===== config.mk =====
export PLATFORM = sky130hd
export DESIGN_NAME = rs_exp_lut_arb
export DESIGN_NICKNAME = d
export VERILOG_FILES = /design/src/rtl/rs_pkg.sv /design/src/rtl/rs_exp_lut_arb_lut.sv /design/src/rtl/rs_exp_lut_arb.sv
export SDC_FILE = /design/constraint.sdc
export NUM_CORES = 1
export LEC_CHECK = 0
export ABC_AREA = 1
export BUFFER_PORTS_ARGS = -buffer_cell sky130_fd_sc_hd__buf_2
export CAP_MARGIN = 20
export CORE_MARGIN = 2
export CORE_UTILIZATION = 55
export CTS_CLUSTER_SIZE = 12
export DETAILED_ROUTE_END_ITERATION = 8
export PLACE_DENSITY = 0.79
export SYNTH_ARGS = -nofsm -noshare
export SYNTH_HDL_FRONTEND = slang
export SYNTH_SLANG_ARGS = --single-unit

===== constraint.sdc =====
create_clock -name clk -period 2.6 [get_ports clk]
set_input_delay 0.13 -clock clk [delete_from_list [all_inputs] [get_ports clk]]
set_output_delay 0.13 -clock clk [all_outputs]
set_load 0.005 [all_outputs]

===== src/rtl/rs_pkg.sv =====
//==========================================================================
// rs_pkg : shared limits and helpers for the RS GF(2^M) lookup blocks
// Rev 1.0
//==========================================================================
`default_nettype none

package rs_pkg;

  localparam int M_MIN    = 3;
  localparam int M_MAX    = 8;
  localparam int NREQ_MAX = 8;
  localparam int IDX_W    = 3;
  localparam int TBL_W    = (1 << M_MAX) * M_MAX;

  function automatic logic [IDX_W-1:0] onehot_to_idx(input logic [NREQ_MAX-1:0] oh);
    logic [IDX_W-1:0] r;
    r = '0;
    for (int i = 0; i < NREQ_MAX; i++)
      if (oh[i]) r = r | IDX_W'(i);
    return r;
  endfunction

  function automatic logic [M_MAX:0] gf_poly(input int m);
    case (m)
      3:       return 9'h00B;
      4:       return 9'h013;
      5:       return 9'h025;
      6:       return 9'h043;
      7:       return 9'h089;
      default: return 9'h11D;
    endcase
  endfunction

  // Entry i (8-bit slot) holds alpha^i; entry 2^m-1 wraps back to 1.
  function automatic logic [TBL_W-1:0] gf_exp_tbl(input int m);
    logic [TBL_W-1:0] t;
    logic [M_MAX:0]   a;
    logic [M_MAX:0]   poly;
    t    = '0;
    a    = 9'd1;
    poly = gf_poly(m);
    for (int i = 0; i < (1 << m); i++) begin
      t[i*M_MAX +: M_MAX] = a[M_MAX-1:0];
      a = a << 1;
      if (a[m]) a = a ^ poly;
    end
    return t;
  endfunction

endpackage

`default_nettype wire


===== src/rtl/rs_exp_lut_arb_lut.sv =====
//==========================================================================
// idx2gfN : combinational index -> GF(2^M) element tables, M = 3..8
// Rev 1.0
//==========================================================================
`default_nettype none

module idx2gf8
  import rs_pkg::*;
(
  input  logic [2:0] idx,
  output logic [2:0] z
);
  localparam logic [TBL_W-1:0] TBL = gf_exp_tbl(3);
  logic [7:0] w_idx;
  assign w_idx = 8'(idx);
  assign z     = TBL[{w_idx, 3'b000} +: 3];
endmodule

module idx2gf16
  import rs_pkg::*;
(
  input  logic [3:0] idx,
  output logic [3:0] z
);
  localparam logic [TBL_W-1:0] TBL = gf_exp_tbl(4);
  logic [7:0] w_idx;
  assign w_idx = 8'(idx);
  assign z     = TBL[{w_idx, 3'b000} +: 4];
endmodule

module idx2gf32
  import rs_pkg::*;
(
  input  logic [4:0] idx,
  output logic [4:0] z
);
  localparam logic [TBL_W-1:0] TBL = gf_exp_tbl(5);
  logic [7:0] w_idx;
  assign w_idx = 8'(idx);
  assign z     = TBL[{w_idx, 3'b000} +: 5];
endmodule

module idx2gf64
  import rs_pkg::*;
(
  input  logic [5:0] idx,
  output logic [5:0] z
);
  localparam logic [TBL_W-1:0] TBL = gf_exp_tbl(6);
  logic [7:0] w_idx;
  assign w_idx = 8'(idx);
  assign z     = TBL[{w_idx, 3'b000} +: 6];
endmodule

module idx2gf128
  import rs_pkg::*;
(
  input  logic [6:0] idx,
  output logic [6:0] z
);
  localparam logic [TBL_W-1:0] TBL = gf_exp_tbl(7);
  logic [7:0] w_idx;
  assign w_idx = 8'(idx);
  assign z     = TBL[{w_idx, 3'b000} +: 7];
endmodule

module idx2gf256
  import rs_pkg::*;
(
  input  logic [7:0] idx,
  output logic [7:0] z
);
  localparam logic [TBL_W-1:0] TBL = gf_exp_tbl(8);
  assign z = TBL[{idx, 3'b000} +: 8];
endmodule

`default_nettype wire


===== src/rtl/rs_exp_lut_arb.sv =====
//==========================================================================
// rs_exp_lut_arb : round-robin arbitrated GF(2^M) exp lookup, 1-cycle latency
// Rev 1.0
//==========================================================================
`default_nettype none

module rs_exp_lut_arb
  import rs_pkg::*;
#(
  parameter int M    = 8,
  parameter int NREQ = 3
) (
  input  logic              clk,
  input  logic              rst_n,
  input  logic [NREQ-1:0]   req_vld,
  input  logic [NREQ*M-1:0] req_idx,
  output logic [NREQ-1:0]   req_rdy,
  output logic              rsp_vld,
  output logic [NREQ-1:0]   rsp_id,
  output logic [M-1:0]      rsp_z,
  input  logic              rsp_rdy
);

  localparam int PW = $clog2(NREQ);

  logic [PW-1:0]    r_ptr;
  logic             r_vld;
  logic [NREQ-1:0]  r_id;
  logic [M-1:0]     r_z;

  logic             w_free;
  logic             w_acc;
  logic [NREQ-1:0]  w_gnt;
  logic [M-1:0]     w_sel_idx;
  logic [M-1:0]     w_lut_z;
  logic [IDX_W-1:0] w_win;
  logic [IDX_W-1:0] w_ptr_nxt;

  // rst_n gates the grant so req_rdy stays low for the whole reset window.
  assign w_free = rst_n & (~r_vld | rsp_rdy);

  // Two passes: requesters at/after ptr first, then the wrapped-around ones.
  always_comb begin
    w_gnt = '0;
    w_acc = 1'b0;
    for (int i = 0; i < NREQ; i++) begin
      if (w_free && !w_acc && req_vld[i] && (i >= int'(r_ptr))) begin
        w_gnt[i] = 1'b1;
        w_acc    = 1'b1;
      end
    end
    for (int i = 0; i < NREQ; i++) begin
      if (w_free && !w_acc && req_vld[i]) begin
        w_gnt[i] = 1'b1;
        w_acc    = 1'b1;
      end
    end
  end

  // Non-granted indices are never read, so X there cannot reach the LUT.
  always_comb begin
    w_sel_idx = '0;
    for (int i = 0; i < NREQ; i++)
      if (w_gnt[i]) w_sel_idx = w_sel_idx | req_idx[i*M +: M];
  end

  assign w_win     = onehot_to_idx(NREQ_MAX'(w_gnt));
  assign w_ptr_nxt = (w_win == IDX_W'(NREQ-1)) ? '0 : w_win + 1'b1;

  if (M == M_MIN) begin : g_gf8
    idx2gf8   u_lut (.idx(w_sel_idx), .z(w_lut_z));
  end else if (M == 4) begin : g_gf16
    idx2gf16  u_lut (.idx(w_sel_idx), .z(w_lut_z));
  end else if (M == 5) begin : g_gf32
    idx2gf32  u_lut (.idx(w_sel_idx), .z(w_lut_z));
  end else if (M == 6) begin : g_gf64
    idx2gf64  u_lut (.idx(w_sel_idx), .z(w_lut_z));
  end else if (M == 7) begin : g_gf128
    idx2gf128 u_lut (.idx(w_sel_idx), .z(w_lut_z));
  end else if (M == M_MAX) begin : g_gf256
    idx2gf256 u_lut (.idx(w_sel_idx), .z(w_lut_z));
  end

  always_ff @(posedge clk or negedge rst_n) begin
    if (!rst_n) begin
      r_vld <= 1'b0;
      r_id  <= '0;
      r_z   <= '0;
      r_ptr <= '0;
    end else if (w_acc) begin
      r_vld <= 1'b1;
      r_id  <= w_gnt;
      r_z   <= w_lut_z;
      r_ptr <= PW'(w_ptr_nxt);
    end else if (r_vld && rsp_rdy) begin
      r_vld <= 1'b0;
    end
  end

  assign req_rdy = w_gnt;
  assign rsp_vld = r_vld;
  assign rsp_id  = r_id;
  assign rsp_z   = r_z;

endmodule

`default_nettype wire


==> tab_implementation.tex, run 1 <==
\begin{tabular}{lr}
\hline
Metric & Value \\
\hline
\multicolumn{2}{l}{\textbf{Status}} \\
\quad Outcome & stopped before the end \\
\quad Stage where the run ended & global routing (5\_1\_grt) \\
\quad First Error & [ERROR GRT-0116] Global routing finished with congestion. Check the congestion regions in the DRC Viewer. \\
\multicolumn{2}{l}{\textbf{Clock network}} \\
\quad Clock root buffer & sky130\_fd\_sc\_hd\_\_clkbuf\_8 \\
\quad CTS Buffer Depth & 2 \\
\quad TritonCTS sink count & 14 \\
\quad H-tree depth & 1 \\
\quad Number of buffers added by the clock tree synthesis step & 3 \\
\multicolumn{2}{l}{\textbf{Yosys}} \\
\quad Post-synthesis instance area & 3810 sq um \\
\quad Area share of fa/ha/maj cells after synthesis & 4.60\% \\
\quad Commonest register cell after synthesis & sky130\_fd\_sc\_hd\_\_dfrtp\_1 \\
\quad Count of flip-flops with a built-in enable after synthesis & 0 \\
\quad Cells after synthesis & 733 \\
\quad Largest family of logic cells by synthesized area & simple AND/OR/NAND/NOR gates \\
\quad Simple-gate area share of the yosys netlist & 64.6\% \\
\quad Area fraction of the dominant cell type after synthesis & 32.7\% \\
\quad Part of the Yosys area used for sequential elements & 9.20\% \\
\quad Complex-gate fraction of the synthesized area & 10.2\% \\
\quad Synth area leader & sky130\_fd\_sc\_hd\_\_nand3\_1 \\
\quad Multiplexer share of the synthesized area & 0\% \\
\quad Synth unique cells & 31 \\
\quad Synth top cells by count & sky130\_fd\_sc\_hd\_\_nand3\_1, sky130\_fd\_sc\_hd\_\_nand2\_1, sky130\_fd\_sc\_hd\_\_inv\_1 \\
\quad Most area-consuming cells after synthesis & sky130\_fd\_sc\_hd\_\_nand3\_1, sky130\_fd\_sc\_hd\_\_nand2\_1, sky130\_fd\_sc\_hd\_\_dfrtp\_1 \\
\quad Async S/R FF share, synth & 100\% \\
\quad Net count after synthesis & 777 \\
\quad Number of flip-flops and latches in the synthesized netlist & 14 \\
\quad Syn. warnings & 0 \\
\quad Most repeated cell in the gate-level netlist after synthesis & sky130\_fd\_sc\_hd\_\_nand3\_1 \\
\quad Syn avg cell area & 5.19 sq um \\
\quad Xor/xnor cell area share of the yosys netlist & 0\% \\
\multicolumn{2}{l}{\textbf{Floorplan}} \\
\quad Site row count & 30 \\
\quad Die boundary height & 87.2 um \\
\quad I/O pin total & 45 \\
\quad Die span in x & 87.2 um \\
\quad Effective utilization at floorplan & 56.4\% \\
\multicolumn{2}{l}{\textbf{Placement}} \\
\quad DP HPWL & 14800 um \\
\quad Port buffer count & 44 \\
\quad Count of placed standard cells including taps & 950 \\
\quad Last weighted congestion value of the routability-driven placer & 1.22 \\
\multicolumn{2}{l}{\textbf{Global route}} \\
\quad Maximum number of pins on one net before global-route repair & 58 \\
\quad Number of global-route vias before repair & 8285 \\
\quad Wire length of the first global-routing pass & 46700 um \\
\quad Overall Global Routing Usage & 80.7\% \\
\quad Final global-route overflow total & 38 \\
\hline
\end{tabular}
[cell families after synthesis]
family,Yosys count
compound gates,63
buf+inv,98
flops,14
simple gates,544
fa+ha+maj,14
[metal layers]
metal | GRT usage (%) | overflow
met5 | 42.0 | 0
met1 | 78.9 | 0
met4 | 82.0 | 23
met3 | 70.2 | 1
met2 | 93.8 | 14
[per-stage QoR]
| stage | instance area, sq um | hold slack [ns] | worst slack, ns | setup TNS, ns | util (%) |
|---|---|---|---|---|---|
| 2_1_floorplan | 3840 | -0.166 | 0.00587 | 0 | - |
| 3_3_place_gp | 5070 | 0.128 | -0.281 | -1.84 | 75.1 |
| 3_5_place_dp | 5070 | 0.121 | -0.523 | -3.62 | 75.1 |
| 4_1_cts | 5970 | 0.304 | -0.177 | -1.39 | 88.4 |
[timing repair]
| item | 4_1_cts |
|---|---|
| pin swaps | 49 |
| endpoints found under the setup margin | 8 |
| hold buffers | 2 |
| hold endpoints to repair | 14 |
| resized for setup | 147 |
| gates cloned | 3 |
| setup buffers | 20 |
==> inputs of run 2 (changes only) <==
- CORE_UTILIZATION: 55 -> 40
- CTS_CLUSTER_SIZE: 12 -> not set
- PLACE_DENSITY: 0.79 -> not set
- PLACE_DENSITY_LB_ADDON: not set -> 0.15
- clock period: 2.6 -> 3.4 ns (I/O delays scaled with it)
==> tab_implementation.tex, run 2 <==
\begin{tabular}{lr}
\hline
Metric & Value \\
\hline
\multicolumn{2}{l}{\textbf{Status}} \\
\quad Outcome & finished clean \\
\multicolumn{2}{l}{\textbf{Yosys}} \\
\quad Count of flip-flops with a built-in enable after synthesis & 0 (unchanged) \\
\quad Async S/R FF share, synth & 100\% (unchanged) \\
\quad Synth top cells by count & sky130\_fd\_sc\_hd\_\_nand3\_1, sky130\_fd\_sc\_hd\_\_nand2\_1, sky130\_fd\_sc\_hd\_\_inv\_1 \\
\quad Most repeated cell in the gate-level netlist after synthesis & sky130\_fd\_sc\_hd\_\_nand3\_1 \\
\quad Syn. warnings & 0 (unchanged) \\
\quad Net count after synthesis & 777 (unchanged) \\
\quad Most area-consuming cells after synthesis & sky130\_fd\_sc\_hd\_\_nand3\_1, sky130\_fd\_sc\_hd\_\_nand2\_1, sky130\_fd\_sc\_hd\_\_dfrtp\_1 \\
\quad Part of the Yosys area used for sequential elements & 9.20\% (unchanged) \\
\quad Synth unique cells & 31 (unchanged) \\
\quad Area fraction of the dominant cell type after synthesis & 32.7\% (unchanged) \\
\quad Cells after synthesis & 733 (unchanged) \\
\quad Syn avg cell area & 5.19 sq um (unchanged) \\
\quad Synth area leader & sky130\_fd\_sc\_hd\_\_nand3\_1 \\
\quad Number of flip-flops and latches in the synthesized netlist & 14 (unchanged) \\
\quad Post-synthesis instance area & 3810 sq um (unchanged) \\
\quad Commonest register cell after synthesis & sky130\_fd\_sc\_hd\_\_dfrtp\_1 \\
\multicolumn{2}{l}{\textbf{Clock network}} \\
\quad Number of buffers added by the clock tree synthesis step & 3 (unchanged) \\
\quad Clock root buffer & sky130\_fd\_sc\_hd\_\_clkbuf\_8 \\
\quad TritonCTS sink count & 14 (unchanged) \\
\quad CTS clk-pin slew, worst paths & 0.06 ns \\
\quad CTS tree & done \\
\quad H-tree depth & 1 (unchanged) \\
\quad Clock insertion delay at the later pin of the skew report & 0.25 ns \\
\quad CTS Buffer Depth & 2 (unchanged) \\
\multicolumn{2}{l}{\textbf{Setup path}} \\
\quad Slowest cell on the critical path & sky130\_fd\_sc\_hd\_\_dfrtp\_1 \\
\quad Type of origin of the critical path & flip-flop \\
\quad Maximum fanout encountered on the critical timing path & 8 \\
\quad Capturing element type of the critical path & flip-flop \\
\quad Max incr delay on CP & 0.41 ns \\
\quad Required time at the worst-slack endpoint & 3.53 ns \\
\quad Worst reg-to-reg path cell count & 18 \\
\quad Start point of the critical path & rsp\_vld \\
\quad Critical Path AT & 3.33 ns \\
\quad End of the worst register-to-register path & rsp\_z[6] \\
\quad Cells traversed along the worst timing path & a21oi\_2 -> nand2\_1 -> nand4\_1 -> nand2\_2 -> nand3\_1 -> nand2\_1 -> nor2\_2 -> ha\_1 -> inv\_1 -> nand2\_1 -> buf\_4 -> nand3\_1 -> o21ai\_0 -> nand2\_1 -> nand3\_1 -> nand3\_1 -> nand3\_1 -> nand3\_1 \\
\quad Reg2Reg Setup Slack & 0.20 ns \\
\quad Stages on the worst setup path & 18 \\
\quad Number of buffers and inverters on the critical path & 2 \\
\quad Path type of the worst setup path & reg -> reg \\
\quad Setup crit end & rsp\_z[6] \\
\quad Delay-heaviest family, CP & simple AND/OR/NAND/NOR gates \\
\quad Reg2Reg Launch Point & rsp\_vld \\
\quad CP most frequent cell & sky130\_fd\_sc\_hd\_\_nand3\_1 \\
\multicolumn{2}{l}{\textbf{Layout}} \\
\quad Most common cell after layout, fill and taps aside & sky130\_fd\_sc\_hd\_\_nand3\_1 \\
\quad Fill count & 1025 \\
\quad Most frequent cells in the layout & sky130\_fd\_sc\_hd\_\_nand3\_1, sky130\_fd\_sc\_hd\_\_nand2\_1, sky130\_fd\_sc\_hd\_\_inv\_1 \\
\quad Net total in the final layout & 834 \\
\quad Growth of design area from synthesis to finish & 19.6\% \\
\quad Fraction of layout instances using a drive strength above 1 & 17.5\% \\
\quad Max FFs per register & 8 \\
\multicolumn{2}{l}{\textbf{Floorplan}} \\
\quad Die area & 10300 sq um \\
\quad Effective utilization at floorplan & 41.2\% (-15 points) \\
\quad I/O pin total & 45 (unchanged) \\
\quad Site row count & 35 (+17\%) \\
\quad Die boundary height & 102 um (+16\%) \\
\quad Die span in x & 102 um (+16\%) \\
\quad Core Footprint & 9240 sq um \\
\multicolumn{2}{l}{\textbf{Global route}} \\
\quad Met1 routing resource usage after global routing & 51.9\% \\
\quad Antenna violations before repair & 1 \\
\quad Met3 Resource Use GR & 9.52\% \\
\quad Final global-route overflow total & 0 \\
\quad Number of global-route vias before repair & 5280 \\
\quad Top Usage Layer GRT & met2 \\
\quad Wire length of the first global-routing pass & 30500 um \\
\quad Maximum number of pins on one net before global-route repair & 69 \\
\quad Routing usage on met2 & 59.3\% \\
\quad Overall Global Routing Usage & 39.2\% \\
\multicolumn{2}{l}{\textbf{STA}} \\
\quad Worst path setup slack after routing & 0.201 ns \\
\quad Final cycle utilization of the critical path & 94.1\% \\
\quad Final critical-path required period & 3.20 ns \\
\quad Skew final & 0.00185 ns \\
\quad Hold violation total from the final report & 0 \\
\quad Final-report setup violation count & 0 \\
\quad Worst-margin pin slew & 0.681 ns \\
\quad Worst hold-check slack & 0.268 ns \\
\quad Maximum achievable frequency & 0.313 GHz \\
\quad Final count of pins violating max slew & 0 \\
\quad Relative slew slack & 54.5\% \\
\multicolumn{2}{l}{\textbf{Routing}} \\
\quad Drt total wl & 19900 um \\
\quad DR vias/cell & 6.32 \\
\quad Drt wl/cell & 21.7 um \\
\quad Number of iterations in the first detailed-routing pass & 7 \\
\quad DRC violation total after the first TritonRoute iteration & 878 \\
\quad Routed via count & 5807 \\
\quad Antenna Violating Nets Remaining & 0 \\
\quad Number of remaining DRC errors & 0 \\
\multicolumn{2}{l}{\textbf{Placement}} \\
\quad DP HPWL & 14600 um (-1.6\%) \\
\quad Port buffer count & 44 (unchanged) \\
\quad Pre-CTS setup slack & 0.176 ns (+0.699 ns) \\
\quad Last weighted congestion value of the routability-driven placer & 1.10 (-9.9\%) \\
\multicolumn{2}{l}{\textbf{Job}} \\
\quad Number of max-cap violations & 0 \\
\multicolumn{2}{l}{\textbf{Hold path}} \\
\quad Min-Delay Startpoint & rsp\_rdy \\
\quad Min-Delay Path Class & in -> reg \\
\multicolumn{2}{l}{\textbf{Pwr}} \\
\quad Largest vdd supply drop & 260 uV \\
\quad Pleak & 2.45 nW \\
\quad Power density over the cells & 568 nW/um\^{}2 \\
\hline
\end{tabular}
-- run 2: cell counts after synthesis --
Identical to the previous run, type by type.
-- run 2: through the flow --
step | util, % | TNS [ns] | power (mW) | cells | cell area, sq um
after floorplan | - | 0 | 1.56 | 733 | 3810
after global placement | 47.4 | 0 | 2.31 | 909 | 4380
after detailed placement | 47.4 | 0 | 2.29 | 909 | 4380
after CTS | 48.2 | 0 | 2.46 | 915 | 4460
after global routing | 49.3 | -0.00468 | 2.77 | 919 | 4550
final | 49.3 | 0 | 2.59 | 919 | 4550
-- run 2: cell families (layout without fill, tap and decap cells) --
kind of cell	after synthesis	after routing	synth area share, %
AO/OA/AOI/OAI	63	63	10.2
adder cells (fa/ha/maj)	14	14	4.60
buffers and inverters	98	154	11.4
flip-flops	14	14	9.20
other	0	1	0
AND/OR/NAND/NOR	544	544	64.6
-- run 2: cell type report --
cell class,count,area [sq um],area share [%]
repair buffers,95,671,14.7
diodes,1,2.50,0.0550
well taps,129,161,3.55
multi-input cells,621,3110,68.2
clock buffers,4,55.1,1.21
inverters,55,206,4.54
flip-flops and latches,14,350,7.70
-- run 2: worst min-delay path by stage --
| stage | cells past startpoint | slack (ns) | end |
|---|---|---|---|
| 2_1_floorplan | 0 | -0.13 | r_ptr[0] |
| 3_3_place_gp | 1 | 0.02 | rsp_id[2] |
| 3_5_place_dp | 1 | 0.02 | rsp_id[2] |
| 4_1_cts | 4 | 0.29 | rsp_vld |
| 5_1_grt | 4 | 0.31 | rsp_vld |
| 6_report | 4 | 0.27 | rsp_vld |
-- run 2: metal layers --
metal  vias up  part of all wire (%)
li1       2594                     -
met2       498                    42
met5         -                     0
met4         0                   7.0
met3       112                    13
met1      2603                    38
-- run 2: worst min-delay path: stages --
cell and delay [ns]:
sky130_fd_sc_hd__buf_2 0.07, sky130_fd_sc_hd__inv_1 0.06, sky130_fd_sc_hd__nand2_2 0.11, sky130_fd_sc_hd__nand2_1 0.07
-- run 2: report_power, final --
group | switching [mW] | leakage (nW) | internal (mW) | total [mW]
combinational | 1.45 | 2.25 | 0.704 | 2.16
clock | 0.0622 | 0.0288 | 0.103 | 0.165
sequential | 0.0330 | 0.170 | 0.230 | 0.263
-- run 2: timing repair --
item                                    CTS  global route
endpoints found under the setup margin    0             8
hold buffers                              2             0
resized for setup                         0            16
setup buffers                             0             3
endpoints found under the hold margin     2             0
Power figures use the tool's default switching activity.
==> inputs of run 3 (changes only) <==
- clock period: 3.4 -> 3.3 ns (I/O delays scaled with it)
==> tab_implementation.tex, run 3 (same netlist as run 2, synthesis figures left out) <==
\begin{tabular}{lr}
\hline
Metric & Value \\
\hline
\multicolumn{2}{l}{\textbf{Layout}} \\
\quad Sequential cell area & 350 sq um (unchanged) \\
\quad Growth of design area from synthesis to finish & 22.5\% \\
\quad Antenna diode count & 0 (-1) \\
\quad Net total in the final layout & 843 (+1.1\%) \\
\quad Most common cell after layout, fill and taps aside & sky130\_fd\_sc\_hd\_\_nand3\_1 \\
\quad Share of the core filled with cells & 50.5\% (+1.2 points) \\
\quad Most frequent cells in the layout & sky130\_fd\_sc\_hd\_\_nand3\_1, sky130\_fd\_sc\_hd\_\_nand2\_1, sky130\_fd\_sc\_hd\_\_buf\_4 \\
\quad Multi-input gate area & 3130 sq um (+0.81\%) \\
\quad Final std cells w/o fill & 927 (+0.87\%) \\
\quad Fraction of layout instances using a drive strength above 1 & 19.7\% (+2.2 points) \\
\quad Max FFs per register & 8 (unchanged) \\
\quad Fill count & 1028 (+0.29\%) \\
\multicolumn{2}{l}{\textbf{STA}} \\
\quad Final critical-path required period & 3.18 ns (-0.0227 ns) \\
\quad Worst-margin pin slew & 0.687 ns (+0.00549 ns) \\
\quad Maximum achievable frequency & 0.315 GHz (+0.71\%) \\
\quad Final-report setup violation count & 0 (unchanged) \\
\quad Final cycle utilization of the critical path & 96.2\% (+2.2 points) \\
\quad Hold violation total from the final report & 0 (unchanged) \\
\quad Final count of pins violating max slew & 0 (unchanged) \\
\quad Relative slew slack & 54.2\% (-0.37 points) \\
\quad Skew final & 0.00155 ns (-0.000300 ns) \\
\quad Worst path setup slack after routing & 0.124 ns (-0.0773 ns) \\
\multicolumn{2}{l}{\textbf{Routing}} \\
\quad DR vias/cell & 6.32 (about the same) \\
\quad Drt wl/cell & 21.7 um (+0.19\%) \\
\quad Antenna Violating Nets Remaining & 0 (unchanged) \\
\quad DRC violation total after the first TritonRoute iteration & 1102 (+26\%) \\
\quad Drt total wl & 20100 um (+1.1\%) \\
\quad Routed via count & 5862 (+0.95\%) \\
\quad Number of iterations in the first detailed-routing pass & 7 (unchanged) \\
\quad Number of remaining DRC errors & 0 (unchanged) \\
\multicolumn{2}{l}{\textbf{Setup path}} \\
\quad Critical Path AT & 3.29 ns (-0.04 ns) \\
\quad Cells traversed along the worst timing path & nand2\_2 -> nand4\_1 -> nand3\_2 -> nor2\_2 -> nand3\_2 -> nand2\_4 -> buf\_4 -> nand2\_2 -> nand2\_4 -> buf\_12 -> nand2\_2 -> inv\_1 -> nor2\_1 -> nand2\_1 -> nand2\_1 -> nand2\_1 -> nand3\_1 -> nand3\_1 -> nand3\_1 -> nand3\_1 \\
\quad Maximum fanout encountered on the critical timing path & 23 (+15) \\
\quad Path type of the worst setup path & reg -> reg \\
\quad Max incr delay on CP & 0.42 ns (about the same) \\
\quad Slowest cell on the critical path & sky130\_fd\_sc\_hd\_\_dfrtp\_1 \\
\quad Required time at the worst-slack endpoint & 3.42 ns (-0.11 ns) \\
\quad Capturing element type of the critical path & flip-flop \\
\quad Worst reg-to-reg path cell count & 20 (+2) \\
\quad CP most frequent cell & sky130\_fd\_sc\_hd\_\_nand3\_1 \\
\quad Type of origin of the critical path & flip-flop \\
\multicolumn{2}{l}{\textbf{Pwr}} \\
\quad Power density over the cells & 584 nW/um\^{}2 (+2.8\%) \\
\quad Largest vdd supply drop & 293 uV (+12\%) \\
\quad Pleak & 2.50 nW (+2.1\%) \\
\multicolumn{2}{l}{\textbf{Floorplan}} \\
\quad Core Footprint & 9240 sq um (unchanged) \\
\quad Effective utilization at floorplan & 41.2\% (unchanged) \\
\quad Die area & 10300 sq um (unchanged) \\
\quad Die span in x & 102 um (unchanged) \\
\quad Die boundary height & 102 um (unchanged) \\
\quad I/O pin total & 45 (unchanged) \\
\quad Site row count & 35 (unchanged) \\
\multicolumn{2}{l}{\textbf{Clock network}} \\
\quad TritonCTS sink count & 14 (unchanged) \\
\quad CTS clk-pin slew, worst paths & 0.06 ns (about the same) \\
\quad H-tree depth & 1 (unchanged) \\
\quad Number of buffers added by the clock tree synthesis step & 3 (unchanged) \\
\quad Clock insertion delay at the later pin of the skew report & 0.24 ns (about the same) \\
\quad CTS tree & done \\
\quad Clock root buffer & sky130\_fd\_sc\_hd\_\_clkbuf\_8 \\
\quad CTS Buffer Depth & 2 (unchanged) \\
\multicolumn{2}{l}{\textbf{Placement}} \\
\quad Pre-CTS setup slack & 0.126 ns (-0.0504 ns) \\
\quad Port buffer count & 44 (unchanged) \\
\quad Count of placed standard cells including taps & 915 (+0.66\%) \\
\quad Last weighted congestion value of the routability-driven placer & 1.09 (-1.1\%) \\
\quad DP HPWL & 14700 um (+1.0\%) \\
\multicolumn{2}{l}{\textbf{Global route}} \\
\quad Final global-route overflow total & 0 (unchanged) \\
\quad Number of global-route vias before repair & 5505 (+4.3\%) \\
\quad Overall Global Routing Usage & 38.9\% (-0.26 points) \\
\quad Antenna violations before repair & 0 (-1) \\
\quad Maximum number of pins on one net before global-route repair & 58 (-16\%) \\
\quad Wire length of the first global-routing pass & 30400 um (-0.23\%) \\
\multicolumn{2}{l}{\textbf{Status}} \\
\quad Outcome & finished clean \\
\multicolumn{2}{l}{\textbf{Hold path}} \\
\quad Min-Delay Path Class & in -> reg \\
\quad Number of stages on the worst hold path & 4 (unchanged) \\
\multicolumn{2}{l}{\textbf{Job}} \\
\quad Number of max-cap violations & 0 (unchanged) \\
\hline
\end{tabular}
[run 3: cell types whose count changed in the layout (fill, tap and decap cells not counted), moves of 2 or more]
| cell | previous run | this run |
|---|---|---|
| sky130_fd_sc_hd__nand2_1 | 237 | 228 |
| sky130_fd_sc_hd__buf_12 | 5 | 7 |
| sky130_fd_sc_hd__nor2_1 | 25 | 23 |
| sky130_fd_sc_hd__buf_4 | 44 | 49 |
| sky130_fd_sc_hd__nand3_1 | 243 | 245 |
| sky130_fd_sc_hd__nand2_2 | 10 | 19 |
[run 3: report_power, final]
| group | internal, mW | total (mW) | switching, mW |
|---|---|---|---|
| logic | 0.762 | 2.28 | 1.52 |
| registers | 0.237 | 0.274 | 0.0369 |
| clock network | 0.106 | 0.167 | 0.0612 |
[run 3: final timing paths]
kind | start | endpoint | slack, ns
max in group asynchronous | rst_n | rsp_z[1] | 2.52
min | rsp_rdy | rsp_vld | 0.31
min reg2reg | rsp_id[0] | rsp_id[0] | 0.46
min in group asynchronous | rst_n | rsp_vld | 0.45
max | rsp_vld | rsp_z[7] | 0.12
max reg2reg | rsp_vld | rsp_z[7] | 0.12
[run 3: stage by stage]
step                total power [mW]  setup TNS [ns]  cell area [sq um]  hold slack (ns)
finish                          2.72               0               4660            0.306
floorplan                       1.61               0               3810           -0.131
CTS                             2.58               0               4530            0.286
global route                    2.91          -0.246               4660            0.339
detailed placement              2.40               0               4450           0.0177
global placement                2.41               0               4450           0.0141
[run 3: what timing repair did]
| item | 4_1_cts | 5_1_grt |
|---|---|---|
| endpoints found under the hold margin | 2 | 0 |
| buffers inserted | 0 | 5 |
| hold buffers | 2 | 0 |
| gates resized for setup | 0 | 28 |
| endpoints found under the setup margin | 0 | 8 |
[run 3: routing by layer]
metal	part of all wire, %	wire (um)	GRT usage, %
met1	37	7470	49.4
met2	43	8620	59.5
met3	12	2450	9.73
met4	7.8	1570	22.5
met5	0	0	0
[run 3: area by class of cell]
type | instances | area share [%]
well taps | 129 | 3.46
flip-flops and latches | 14 | 7.51
repair buffers | 103 | 16.3
inverters | 55 | 4.43
multi-input cells | 622 | 67.1
clock buffers | 4 | 1.18
[run 3: worst max-delay path, delay by kind of cell (launching register included)]
kind / cells / cell delay, ns
AND/OR/NAND/NOR: 17 / 2.18
buffers and inverters: 3 / 0.45
flip-flops: 1 / 0.42
